File: config.mk
export PLATFORM = sky130hd
export DESIGN_NAME = max11046_emulator
export DESIGN_NICKNAME = d
export VERILOG_FILES = /design/src/rtl/max11046_emulator.sv
export SDC_FILE = /design/constraint.sdc
export NUM_CORES = 1
export LEC_CHECK = 0
export ABC_CLOCK_PERIOD_IN_PS = 3400
export CAP_MARGIN = 5
export CELL_PAD_IN_SITES_DETAIL_PLACEMENT = 1
export CELL_PAD_IN_SITES_GLOBAL_PLACEMENT = 2
export CORE_MARGIN = 1.5
export CORE_UTILIZATION = 32
export DETAILED_ROUTE_END_ITERATION = 6
export GPL_ROUTABILITY_DRIVEN = 0
export PLACE_DENSITY_LB_ADDON = 0.08
export SKIP_CTS_REPAIR_TIMING = 1
export SYNTH_ARGS = -nofsm -noshare
export SYNTH_HDL_FRONTEND = slang
export SYNTH_SLANG_ARGS = --single-unit
File: constraint.sdc
create_clock -name clk -period 3.4 [get_ports clk]
set_input_delay 0.68 -clock clk [delete_from_list [all_inputs] [get_ports clk]]
set_output_delay 0.68 -clock clk [all_outputs]
set_load 0.02 [all_outputs]
File: src/rtl/max11046_emulator.sv
// MAX11046 parallel-bus ADC responder: synchronizes the controller strobes,
// times a conversion, and returns a held 8-channel sample set on DB in read order.
module max11046_emulator #(
  parameter int unsigned CONV_CYCLES = 400,
  parameter int unsigned NUM_CH      = 8
) (
  input  logic                   clk,
  input  logic                   reset,
  input  logic                   convst,
  input  logic                   cs,
  input  logic                   rd,
  input  logic                   wr,
  input  logic                   shdn,
  input  logic [16*NUM_CH-1:0]   sample_data,
  input  logic [15:0]            db_in,
  output logic                   eoc,
  output logic [15:0]            db_out,
  output logic                   db_oe,
  output logic                   busy
);

  localparam int unsigned CH_W = $clog2(NUM_CH);
  // Sync chain order: {shdn, wr, rd, cs, convst}; strobes idle high, others low.
  localparam logic [4:0] SYNC_RST = 5'b01110;

  typedef enum logic [2:0] {IDLE, CONVERT, READY, READOUT, SHUTDOWN} state_t;

  state_t            state_q, state_d;
  logic [4:0]        sync1_q, sync2_q;
  logic [2:0]        dly_q;
  logic [15:0]       cnt_q, cnt_d;
  logic [CH_W-1:0]   ch_idx_q, ch_idx_d;
  logic [15:0]       hold_q [NUM_CH];
  logic [15:0]       hold_d [NUM_CH];
  logic [15:0]       db_out_q, db_out_d;
  logic              eoc_q, eoc_d;
  logic              fmt_q, fmt_d;

  logic convst_s, cs_n_s, rd_n_s, wr_n_s, shdn_s;
  logic convst_rise, rd_fall, wr_rise, read_req;
  logic [15:0] read_word;
  logic unused_db_in;

  assign convst_s = sync2_q[0];
  assign cs_n_s   = sync2_q[1];
  assign rd_n_s   = sync2_q[2];
  assign wr_n_s   = sync2_q[3];
  assign shdn_s   = sync2_q[4];

  assign convst_rise = convst_s & ~dly_q[0];
  assign rd_fall     = ~rd_n_s & dly_q[1];
  assign wr_rise     = wr_n_s & ~dly_q[2];
  assign read_req    = rd_fall & ~cs_n_s;

  // Two's-complement output is offset binary with the MSB flipped.
  assign read_word = hold_q[ch_idx_q] ^ {fmt_q, 15'b0};

  assign unused_db_in = ^db_in[15:1];

  always_comb begin
    state_d  = state_q;
    cnt_d    = cnt_q;
    ch_idx_d = ch_idx_q;
    hold_d   = hold_q;
    db_out_d = db_out_q;
    eoc_d    = eoc_q;
    fmt_d    = fmt_q;

    if (shdn_s) begin
      state_d = SHUTDOWN;
      eoc_d   = 1'b1;
    end else begin
      case (state_q)
        SHUTDOWN: state_d = IDLE;
        CONVERT: begin
          if (cnt_q == '0) begin
            state_d = READY;
            eoc_d   = 1'b0;
          end else begin
            cnt_d = cnt_q - 16'd1;
          end
        end
        default: begin
          // convst has priority over a read detected in the same cycle.
          if (convst_rise) begin
            for (int unsigned i = 0; i < NUM_CH; i++) begin
              hold_d[i] = sample_data[i*16 +: 16];
            end
            ch_idx_d = '0;
            cnt_d    = 16'(CONV_CYCLES - 1);
            state_d  = CONVERT;
            eoc_d    = 1'b1;
          end else if (read_req) begin
            db_out_d = read_word;
            ch_idx_d = (ch_idx_q == CH_W'(NUM_CH - 1)) ? '0 : ch_idx_q + 1'b1;
            eoc_d    = 1'b1;
            if (state_q == READY) begin
              state_d = READOUT;
            end else if (state_q == READOUT && ch_idx_q == CH_W'(NUM_CH - 1)) begin
              state_d = IDLE;
            end
          end
        end
      endcase
    end

    if (wr_rise && !cs_n_s && !shdn_s && state_q != SHUTDOWN) begin
      fmt_d = db_in[0];
    end
  end

  always_ff @(posedge clk) begin
    if (reset) begin
      sync1_q  <= SYNC_RST;
      sync2_q  <= SYNC_RST;
      dly_q    <= 3'b110;
      state_q  <= IDLE;
      cnt_q    <= '0;
      ch_idx_q <= '0;
      hold_q   <= '{default: '0};
      db_out_q <= '0;
      eoc_q    <= 1'b1;
      fmt_q    <= 1'b0;
    end else begin
      sync1_q  <= {shdn, wr, rd, cs, convst};
      sync2_q  <= sync1_q;
      dly_q    <= {sync2_q[3], sync2_q[2], sync2_q[0]};
      state_q  <= state_d;
      cnt_q    <= cnt_d;
      ch_idx_q <= ch_idx_d;
      hold_q   <= hold_d;
      db_out_q <= db_out_d;
      eoc_q    <= eoc_d;
      fmt_q    <= fmt_d;
    end
  end

  assign eoc    = eoc_q;
  assign busy   = (state_q == CONVERT);
  assign db_out = db_out_q;
  assign db_oe  = ~cs_n_s & ~rd_n_s & ~shdn_s & (state_q != SHUTDOWN);

endmodule

==> reports/metrics.yaml, run 1 <==
status:
  status: "completed"
placed_design:
  place.port_buffers: 154
  place_inst: 1278
  post-dp-hpwl_um: 15300
  pre_cts_ws_ns: 0.767
power:
  report.power.total_mw: 4.75
  power-per-cell-area_mw_per_mm2: 479
  cellLeakagePower_nw: 3.29
  ir_drop_uv: 270
detailed_routing:
  postRouteWirelength_um: 22500
  vias: 6441
  drt-initial-drc-count: 287
  via_per_inst: 4.92
  total_drc_errors_in_the_routed_layout: 0
  detailedRoute.firstPassIterationCount: 4
  drtAntennaViolNets: 0
  routed_length_per_instance_um: 17.2
global_routing:
  grt_usage_pct: 19.0
  first_global_vias: 6596
  largest_net_degree_at_the_start_of_global_routing: 133
  global_route.overflow_total: 0
  grt_pass1_wl_um: 35700
  grt_antenna_before_repair: 0
critical_path:
  critPathKind: "reg2out"
  cp.required_ns: 2.72
  worst-path-max-fanout: 10
  r2r_cells: 5
  setup.worst_path.start_class: "flop"
  timing.critical_path.arrival_ns: 2.21
  endpoint_kind: "output port"
final_layout:
  final_cell_count_no_fill: 1310
  area_growth_syn_to_layout_pct: 31.7
  final_net_count: 1138
  diodes: 0
  layout.cells.most_common: "sky130_fd_sc_hd__nand2_1"
  layout-drive-gt1-share_pct: 9.43
  mostFrequentLayoutCells: "sky130_fd_sc_hd__nand2_1 (262), sky130_fd_sc_hd__dfxtp_1 (179), sky130_fd_sc_hd__clkdlybuf4s50_1 (153), sky130_fd_sc_hd__a21oi_1 (142)"
  final_design_utilization_pct: 43.4
timing:
  final-setup-viol-count: 0
  worst_slew_margin_rel_pct: 50.1
  finalWorstPathRequiredPeriod_ns: 2.89
  final_critical_path_setup_slack_ns: 0.510
  final_min_period_over_clock_period_pct: 85.0
  hold_violations: 0
  rsz_0062_raised_after_global_routing: "no"
  max_clock_freq_mhz: 346
  timing.final.max_slew_violations: 0
  worst-slew-pin-transition_ns: 0.748
  totalNegativeSetupSlack_ns: 0
  post_route_clock_skew_ns: 0.0133
floorplanning:
  num_rows: 55
  die_x_um: 156
  initial_core_util_pct: 33.0
  die_area_mm2: 0.0245
  die_y_um: 156
  placeableCoreArea_mm2: 0.0228
  ios: 170
hold_path:
  hold_path.class: "reg2reg"
  min_delay_path_depth: 1
yosys:
  syn_avg_cell_area_um2: 8.69
  number_of_enable_flip_flop_cells_after_synthesis: 0
  synth_cells: 867
  postSynthRegisterBits: 181
  mappedNetlistNets: 1021
  synth-warning-count: 0
  seq_total_area_yosys_pct: 48.1
  synth-async-reset-ratio_pct: 0
  post_synth_num_cell_types: 45
  synth-main-ff-cell: "sky130_fd_sc_hd__dfxtp_1"
  netlist_area_pre_place_mm2: 0.00753
clocking:
  ctsHtreeMaxLevel: 4
  cts_buffers: 17
  cts.root.buffer_cell: "sky130_fd_sc_hd__clkbuf_16"
  clock_insertion_delay_worst_skew_ns: 0.43
  cts_buffer_depth: 2
  clk_sinks: 181
  cts_tree: "yes"
  worst_setup_hold_path_clk_slew_ns: 0.07
job:
  max_capacitance_violation_count: 0
[flip-flops by register name (all words and copies together), names as in the netlist]
signal / count
cnt_q: 16
sync1_q: 5
state_q: 3
eoc: 1
dly_q: 3
fmt_q: 1
hold_q: 128
ch_idx_q: 3
db_out: 16
sync2_q: 5
[power by group]
| part | switching, mW | internal (mW) | total (mW) | leakage (nW) |
|---|---|---|---|---|
| combinational | 0.237 | 0.272 | 0.509 | 1.54 |
| sequential | 0.0504 | 2.19 | 2.24 | 1.47 |
| clock | 0.901 | 1.10 | 2.00 | 0.276 |
[critical path, stage by stage (launching register included)]
cell and delay [ns]:
sky130_fd_sc_hd__dfxtp_1 0.55, sky130_fd_sc_hd__or3b_2 0.57, sky130_fd_sc_hd__inv_1 0.08, sky130_fd_sc_hd__clkdlybuf4s50_1 0.59
[cell usage after synthesis (all sizes together), types with 3 or more instances]
cell type  number  area [um^2]
a31oi           6         37.5
a21o            3         22.5
dfxtp         181         3620
or3            10         62.6
or4            11         90.1
mux4           32          721
a211oi         17          128
nand2b          3         18.8
a21oi         142          711
nor2b           8         50.1
nand2         262          983
ha              3         37.5
inv             7         26.3
o31ai           7         52.6
clkbuf         60          225
nor3            6         30.0
mux2i          18          180
o21ai          10         50.0
nand3           4         20.0
buf             9         40.0
o22ai           3         18.8
or2             8         50.1
nor2           32          120
[final timing paths]
check	startpoint	endpoint	slack, ns
worst max-delay path	state_q[0]	busy	0.51
worst min-delay path	sync1_q[1]	sync2_q[1]	0.41
worst max register to register	state_q[0]	cnt_q[3]	0.76
worst min register to register	sync1_q[1]	sync2_q[1]	0.41
[through the flow]
step	area [um^2]	hold slack, ns
2_1_floorplan	7530	0.389
3_3_place_gp	9340	0.394
3_5_place_dp	9340	0.396
4_1_cts	9920	0.414
5_1_grt	9920	0.428
6_report	9920	0.409
[cells by family (layout without fill, tap and decap cells)]
family          count (synthesis)  count (layout)  share of synthesized area [%]
simple gates                  352             352                           19.9
compound gates                201             201                           15.2
flops                         181             181                           48.1
buf+inv                        76             206                           3.87
mux                            50              50                           12.0
xor+xnor                        4               4                          0.465
fa+ha+maj                       3               3                          0.498
[cell type report]
class	instances	area, um^2
well taps	313	392
clock buffers	19	433
multi-input cells	610	3630
fillers	2680	12900
inverters	7	26.3
flip-flops and latches	181	3630
clock inverters	13	145
repair buffers	167	1660
[layer usage]
metal	GRT usage (%)	routed length [um]	vias to the layer above
met3	3.57	684	14
met2	33.3	11300	87
met1	23.8	10300	3122
met4	4.99	232	0
met5	0	0	-
li1	-	-	3218
Note: power is estimated with default switching activity, not from simulation.
==> run 2: changes to the inputs <==
- ABC_CLOCK_PERIOD_IN_PS: 3400 -> 2350
- CORE_ASPECT_RATIO: not set -> 1.5
- CORE_UTILIZATION: 32 -> 27
- GPL_ROUTABILITY_DRIVEN: 0 -> not set
- clock period: 3.4 -> 2.35 ns (I/O delays scaled with it)
==> reports/metrics.yaml, run 2 (synthesis results as in run 1) <==
status:
  status: "complete, but fails checks"
  failed_checks: "DRC"
critical_path:
  r2r_cells: 5
  worst-path-max-fanout: 3
  setup.worst_path.start_class: "flop"
  timing.critical_path.arrival_ns: 2.58
  endpoint_kind: "flop"
  crit-reg2reg-launch: "cnt_q[6]"
  r2r_slack_ns: 0.13
  destination_of_the_worst_register_to_register_timing_path: "cnt_q[14]"
  critPathKind: "reg2reg"
  cp.required_ns: 2.71
floorplanning:
  die_area_mm2: 0.0289
  initial_core_util_pct: 27.6
  placeableCoreArea_mm2: 0.0273
  die_y_um: 208
  die_x_um: 139
  ios: 170
  num_rows: 74
timing:
  final_critical_path_setup_slack_ns: 0.129
  hold_violations: 0
  rsz_0062_raised_after_global_routing: "no"
  final-setup-viol-count: 0
  finalWorstPathRequiredPeriod_ns: 2.22
  timing.final.max_slew_violations: 0
  max_clock_freq_mhz: 450
  worst-slew-pin-transition_ns: 0.693
  post_route_clock_skew_ns: 0.0128
  final_min_period_over_clock_period_pct: 94.5
  worst_slew_margin_rel_pct: 53.5
detailed_routing:
  via_per_inst: 4.77
  vias: 6481
  routed_length_per_instance_um: 17.8
  total_drc_errors_in_the_routed_layout: 8
  postRouteWirelength_um: 24200
  drtAntennaViolNets: 0
  drt-initial-drc-count: 342
  detailedRoute.firstPassIterationCount: 7
placed_design:
  gp_routability_congestion: 0.729
  post-dp-hpwl_um: 17100
  place_area_mm2: 0.00962
  place.port_buffers: 154
  pre_cts_ws_ns: 0.0653
final_layout:
  final_net_count: 1158
  registers.top_by_ff_count: "hold_q"
  nFillCells: 3152
  final_design_utilization_pct: 37.6
  layout-drive-gt1-share_pct: 11.4
  diodes: 0
  max_ffs_per_register: 128
  mostFrequentLayoutCells: "sky130_fd_sc_hd__nand2_1 (262), sky130_fd_sc_hd__dfxtp_1 (177), sky130_fd_sc_hd__clkdlybuf4s50_1 (151), sky130_fd_sc_hd__a21oi_1 (142)"
  area_growth_syn_to_layout_pct: 36.4
  layout.cells.most_common: "sky130_fd_sc_hd__nand2_1"
  postLayoutCellArea_mm2: 0.0103
clocking:
  ctsHtreeMaxLevel: 4
  cts_tree: "yes"
  clk_sinks: 181
  cts_buffers: 17
  cts.root.buffer_cell: "sky130_fd_sc_hd__clkbuf_16"
  cts_buffer_depth: 2
  worst_setup_hold_path_clk_slew_ns: 0.07
  clock_insertion_delay_worst_skew_ns: 0.43
global_routing:
  largest_net_degree_at_the_start_of_global_routing: 91
  first_global_vias: 6914
  grt_antenna_before_repair: 0
  grt_pass1_wl_um: 38600
  grt_usage_pct: 17.3
  global_route.overflow_total: 0
power:
  clock_power_share_pct: 43.9
  combinationalPowerShare_pct: 11.1
  p_switching_mw: 1.68
  power_share_of_the_sequential_group_pct: 45.0
  p_sw_share_pct: 23.3
  report.power.total_mw: 7.20
  internal_power_of_the_cells_mw: 5.52
  cellLeakagePower_nw: 3.48
  ir_drop_uv: 445
  power-per-cell-area_mw_per_mm2: 701
hold_path:
  min_delay_path_depth: 2
  hold_path_end: "ch_idx_q[1]"
  min_from: "reset"
  hold_path.class: "in2reg"
job:
  max_capacitance_violation_count: 0
run 2: cell types whose count changed in the layout (fill, tap and decap cells not counted), moves of 3 or more:
cell,previous run,this run
sky130_fd_sc_hd__bufinv_16,2,5
sky130_fd_sc_hd__buf_4,12,24
sky130_fd_sc_hd__inv_6,6,1
sky130_fd_sc_hd__buf_12,2,9
run 2: final cells by class:
type / count / area [um^2] / area share, %
Multi-Input combinational cell: 610 / 3630 / 35.4
Sequential cell: 181 / 3630 / 35.3
Timing Repair Buffer: 187 / 1910 / 18.6
Clock buffer: 20 / 447 / 4.35
Tap cell: 342 / 428 / 4.17
Clock inverter: 12 / 200 / 1.95
Inverter: 7 / 26.3 / 0.256
run 2: how the worst max path moves through the flow:
stage	endpoint	slack (ns)	startpoint	cells after the start
after floorplan	cnt_q[14]	0.06	cnt_q[6]	5
after CTS	busy	-0.27	state_q[0]	3
after detailed placement	cnt_q[14]	0.07	cnt_q[6]	5
after global placement	cnt_q[14]	0.07	cnt_q[6]	5
after global routing	cnt_q[8]	0.03	cnt_q[4]	6
final	cnt_q[14]	0.13	cnt_q[6]	5
run 2: layer usage:
metal	vias up	share of wire [%]	global-route usage, %
li1	3254	-	-
met5	-	0	0
met4	0	0.72	4.62
met1	3121	42	19.9
met3	11	2.5	2.86
met2	95	55	32.8
run 2: power by group through the flow:
stage	clock (mW)	sequential [mW]	combinational, mW
detailed placement	0	3.31	0.814
global placement	0	3.31	0.810
floorplan	0	3.29	0.395
finish	3.17	3.24	0.797
global route	3.40	3.26	0.880
CTS	3.27	3.24	0.817
run 2: critical path, cell delays in order (launching register included):
cell and delay [ns]:
sky130_fd_sc_hd__dfxtp_1 0.31, sky130_fd_sc_hd__or4_4 0.54, sky130_fd_sc_hd__or4_4 0.46, sky130_fd_sc_hd__a2111oi_4 0.30
sky130_fd_sc_hd__or4b_1 0.46, sky130_fd_sc_hd__o21ai_0 0.08
run 2: stage by stage:
step                hold slack [ns]  instances  setup TNS [ns]
finish                        0.389       1359               0
global route                  0.393       1359               0
CTS                           0.378       1359          -0.465
detailed placement            0.395       1327               0
global placement              0.394       1327               0
floorplan                     0.389        867               0
==> edit: new RTL, settings of run 2 <==
`NUM_CH`: 8 -> 4.
--- a/src/rtl/max11046_emulator.sv
+++ b/src/rtl/max11046_emulator.sv
@@ -2,7 +2,7 @@
 // times a conversion, and returns a held 8-channel sample set on DB in read order.
 module max11046_emulator #(
   parameter int unsigned CONV_CYCLES = 400,
-  parameter int unsigned NUM_CH      = 8
+  parameter int unsigned NUM_CH      = 4
 ) (
   input  logic                   clk,
   input  logic                   reset,
Ports: changed (resized sample_data); port bits go from 170 to 106. The function was not compared with the original's and may differ.
==> edit against run 2 <==
Sequential cell count down 65; total power down 23%; cell area fell by 36%; critical path depth unchanged; clock skew decreased by 0.0051 ns; worst setup slack got worse by 0.11 ns; maximum frequency decreased by 4.8%; synthesized cell count fell by 36%; area after synthesis decreased by 37%; routed wire length shrank 43%; critical endpoint is now cnt_q[13]$_SDFFE_PP0P_; largest cell class is now sequential cells; highest routed layer unchanged.
==> edit: results (changes against run 2) <==
- Worst-path maximum fanout: 6 (was 3)
- Leakage: 2.33 nW (was 3.48 nW)
- Status: finished clean (was finished, violations left)
- Routability cong.: 0.726 (was 0.729)
- Worst VDD drop: 0.000403 V (was 0.000445 V)
- Synth cell count leaders: nand2_1, dfxtp_1, a21oi_1 (unchanged)
- Routed met2 length: 7.16 mm (was 13.3 mm)
- Met3 usage: 0.0339 (was 0.0286)
- Largest cells by area after synthesis: dfxtp_1, nand2_1, a21oi_1 (was dfxtp_1, nand2_1, mux4_2)
- Global-route wire length before repair: 22.7 mm (was 38.6 mm)
- Share of cells above drive strength 1: 0.160 (was 0.114)
- CP peak stage delay: 0.50 ns (was 0.54 ns)
- GRT Util Overall: 0.156 (was 0.173)
- Largest net degree at the start of global routing: 65 (was 91)
- DRT iter0 DRCs: 183 (was 342)
- Max FFs per register: 64 (was 128)
- Final cell count without fillers: 874 (was 1359)
- Place WS: -0.0580 ns (was 0.0653 ns)
- Via count: 4210 (was 6481)
- Met3 routed WL: 370 µm (was 598 µm)
- GR Layer Usage met2: 0.278 (was 0.328)
- HPWL Detailed: 9.54 mm (was 17.1 mm)
- Sw Pwr: 1.37 mW (was 1.68 mW)
- Met1 Usage GRT: 0.181 (was 0.199)
- 1st-pass router iterations: 4 (was 7)
- Sequential-to-total area share from yosys stat: 0.486 (was 0.481)
- Avg WL per Cell: 15.8 µm (was 17.8 µm)
- Final-layout fill cell count: 1968 (was 3152)
- Syn avg cell area: 8.59 µm² (was 8.69 µm²)
- Clk slew on worst S/H paths: 0.05 ns (was 0.07 ns)
-- edit: changes by cell type after synthesis, moves of 6 or more --
cell | run 2 | this run
nand2_1 | 262 | 161
dfxtp_1 | 181 | 116
a21oi_1 | 142 | 96
clkbuf_1 | 60 | 32
nor2_1 | 32 | 12
mux2i_1 | 18 | 1
a211oi_1 | 17 | 1
mux4_2 | 32 | 16
o21ai_0 | 9 | 15
-- edit: kinds of logic after synthesis --
| kind of cell | share of synthesized area |
|---|---|
| adder cells (fa/ha/maj) | 0.00524 |
| AND/OR/NAND/NOR | 0.229 |
| AO/OA/AOI/OAI | 0.156 |
| multiplexers | 0.0776 |
| buffers and inverters | 0.0422 |
| flip-flops | 0.486 |
| XOR/XNOR | 0.00367 |
-- edit: layout make-up --
| class | instances | area (µm²) | share of cell area |
|---|---|---|---|
| Multi-Input combinational cell | 393 | 2300 | 0.347 |
| Sequential cell | 116 | 2330 | 0.351 |
| Clock buffer | 22 | 454 | 0.0686 |
| Inverter | 5 | 18.8 | 0.00284 |
| Timing Repair Buffer | 115 | 1120 | 0.170 |
| Tap cell | 213 | 267 | 0.0403 |
| Clock inverter | 10 | 131 | 0.0198 |
-- edit: per-stage QoR --
| stage | setup TNS, ns | hold WS (ns) | util | area [µm²] |
|---|---|---|---|---|
| floorplan | 0 | 0.389 | - | 4770 |
| global placement | 0 | 0.399 | 0.344 | 5970 |
| detailed placement | -0.131 | 0.403 | 0.344 | 5970 |
| CTS | -0.535 | 0.414 | 0.378 | 6550 |
| global route | -0.107 | 0.427 | 0.382 | 6620 |
| finish | 0 | 0.409 | 0.382 | 6620 |
-- edit: worst max-delay path, delay by kind of cell (launching register included) --
family,cells,cell delay [ns]
AND/OR/NAND/NOR,4,1.82
flip-flops,1,0.32
AO/OA/AOI/OAI,1,0.13
-- edit: power by group through the flow --
| stage | sequential [mW] | combinational [mW] | clock, mW |
|---|---|---|---|
| after floorplan | 2.16 | 0.475 | 0 |
| after global placement | 2.18 | 0.768 | 0 |
| after detailed placement | 2.19 | 0.795 | 0 |
| after CTS | 2.15 | 0.800 | 2.64 |
| after global routing | 2.17 | 0.936 | 2.72 |
| final | 2.15 | 0.843 | 2.58 |
-- edit: worst paths after layout --
kind	from	to	slack, ns	depth (start not counted)
worst max-delay path	cnt_q[4]$_SDFFE_PP0P_	cnt_q[13]$_SDFFE_PP0P_	0.02	5
worst min-delay path	sync1_q[3]$_SDFF_PP1_	sync2_q[3]$_SDFF_PP1_	0.41	1
worst max register to register	cnt_q[4]$_SDFFE_PP0P_	cnt_q[13]$_SDFFE_PP0P_	0.02	5
worst min register to register	sync1_q[3]$_SDFF_PP1_	sync2_q[3]$_SDFF_PP1_	0.41	1
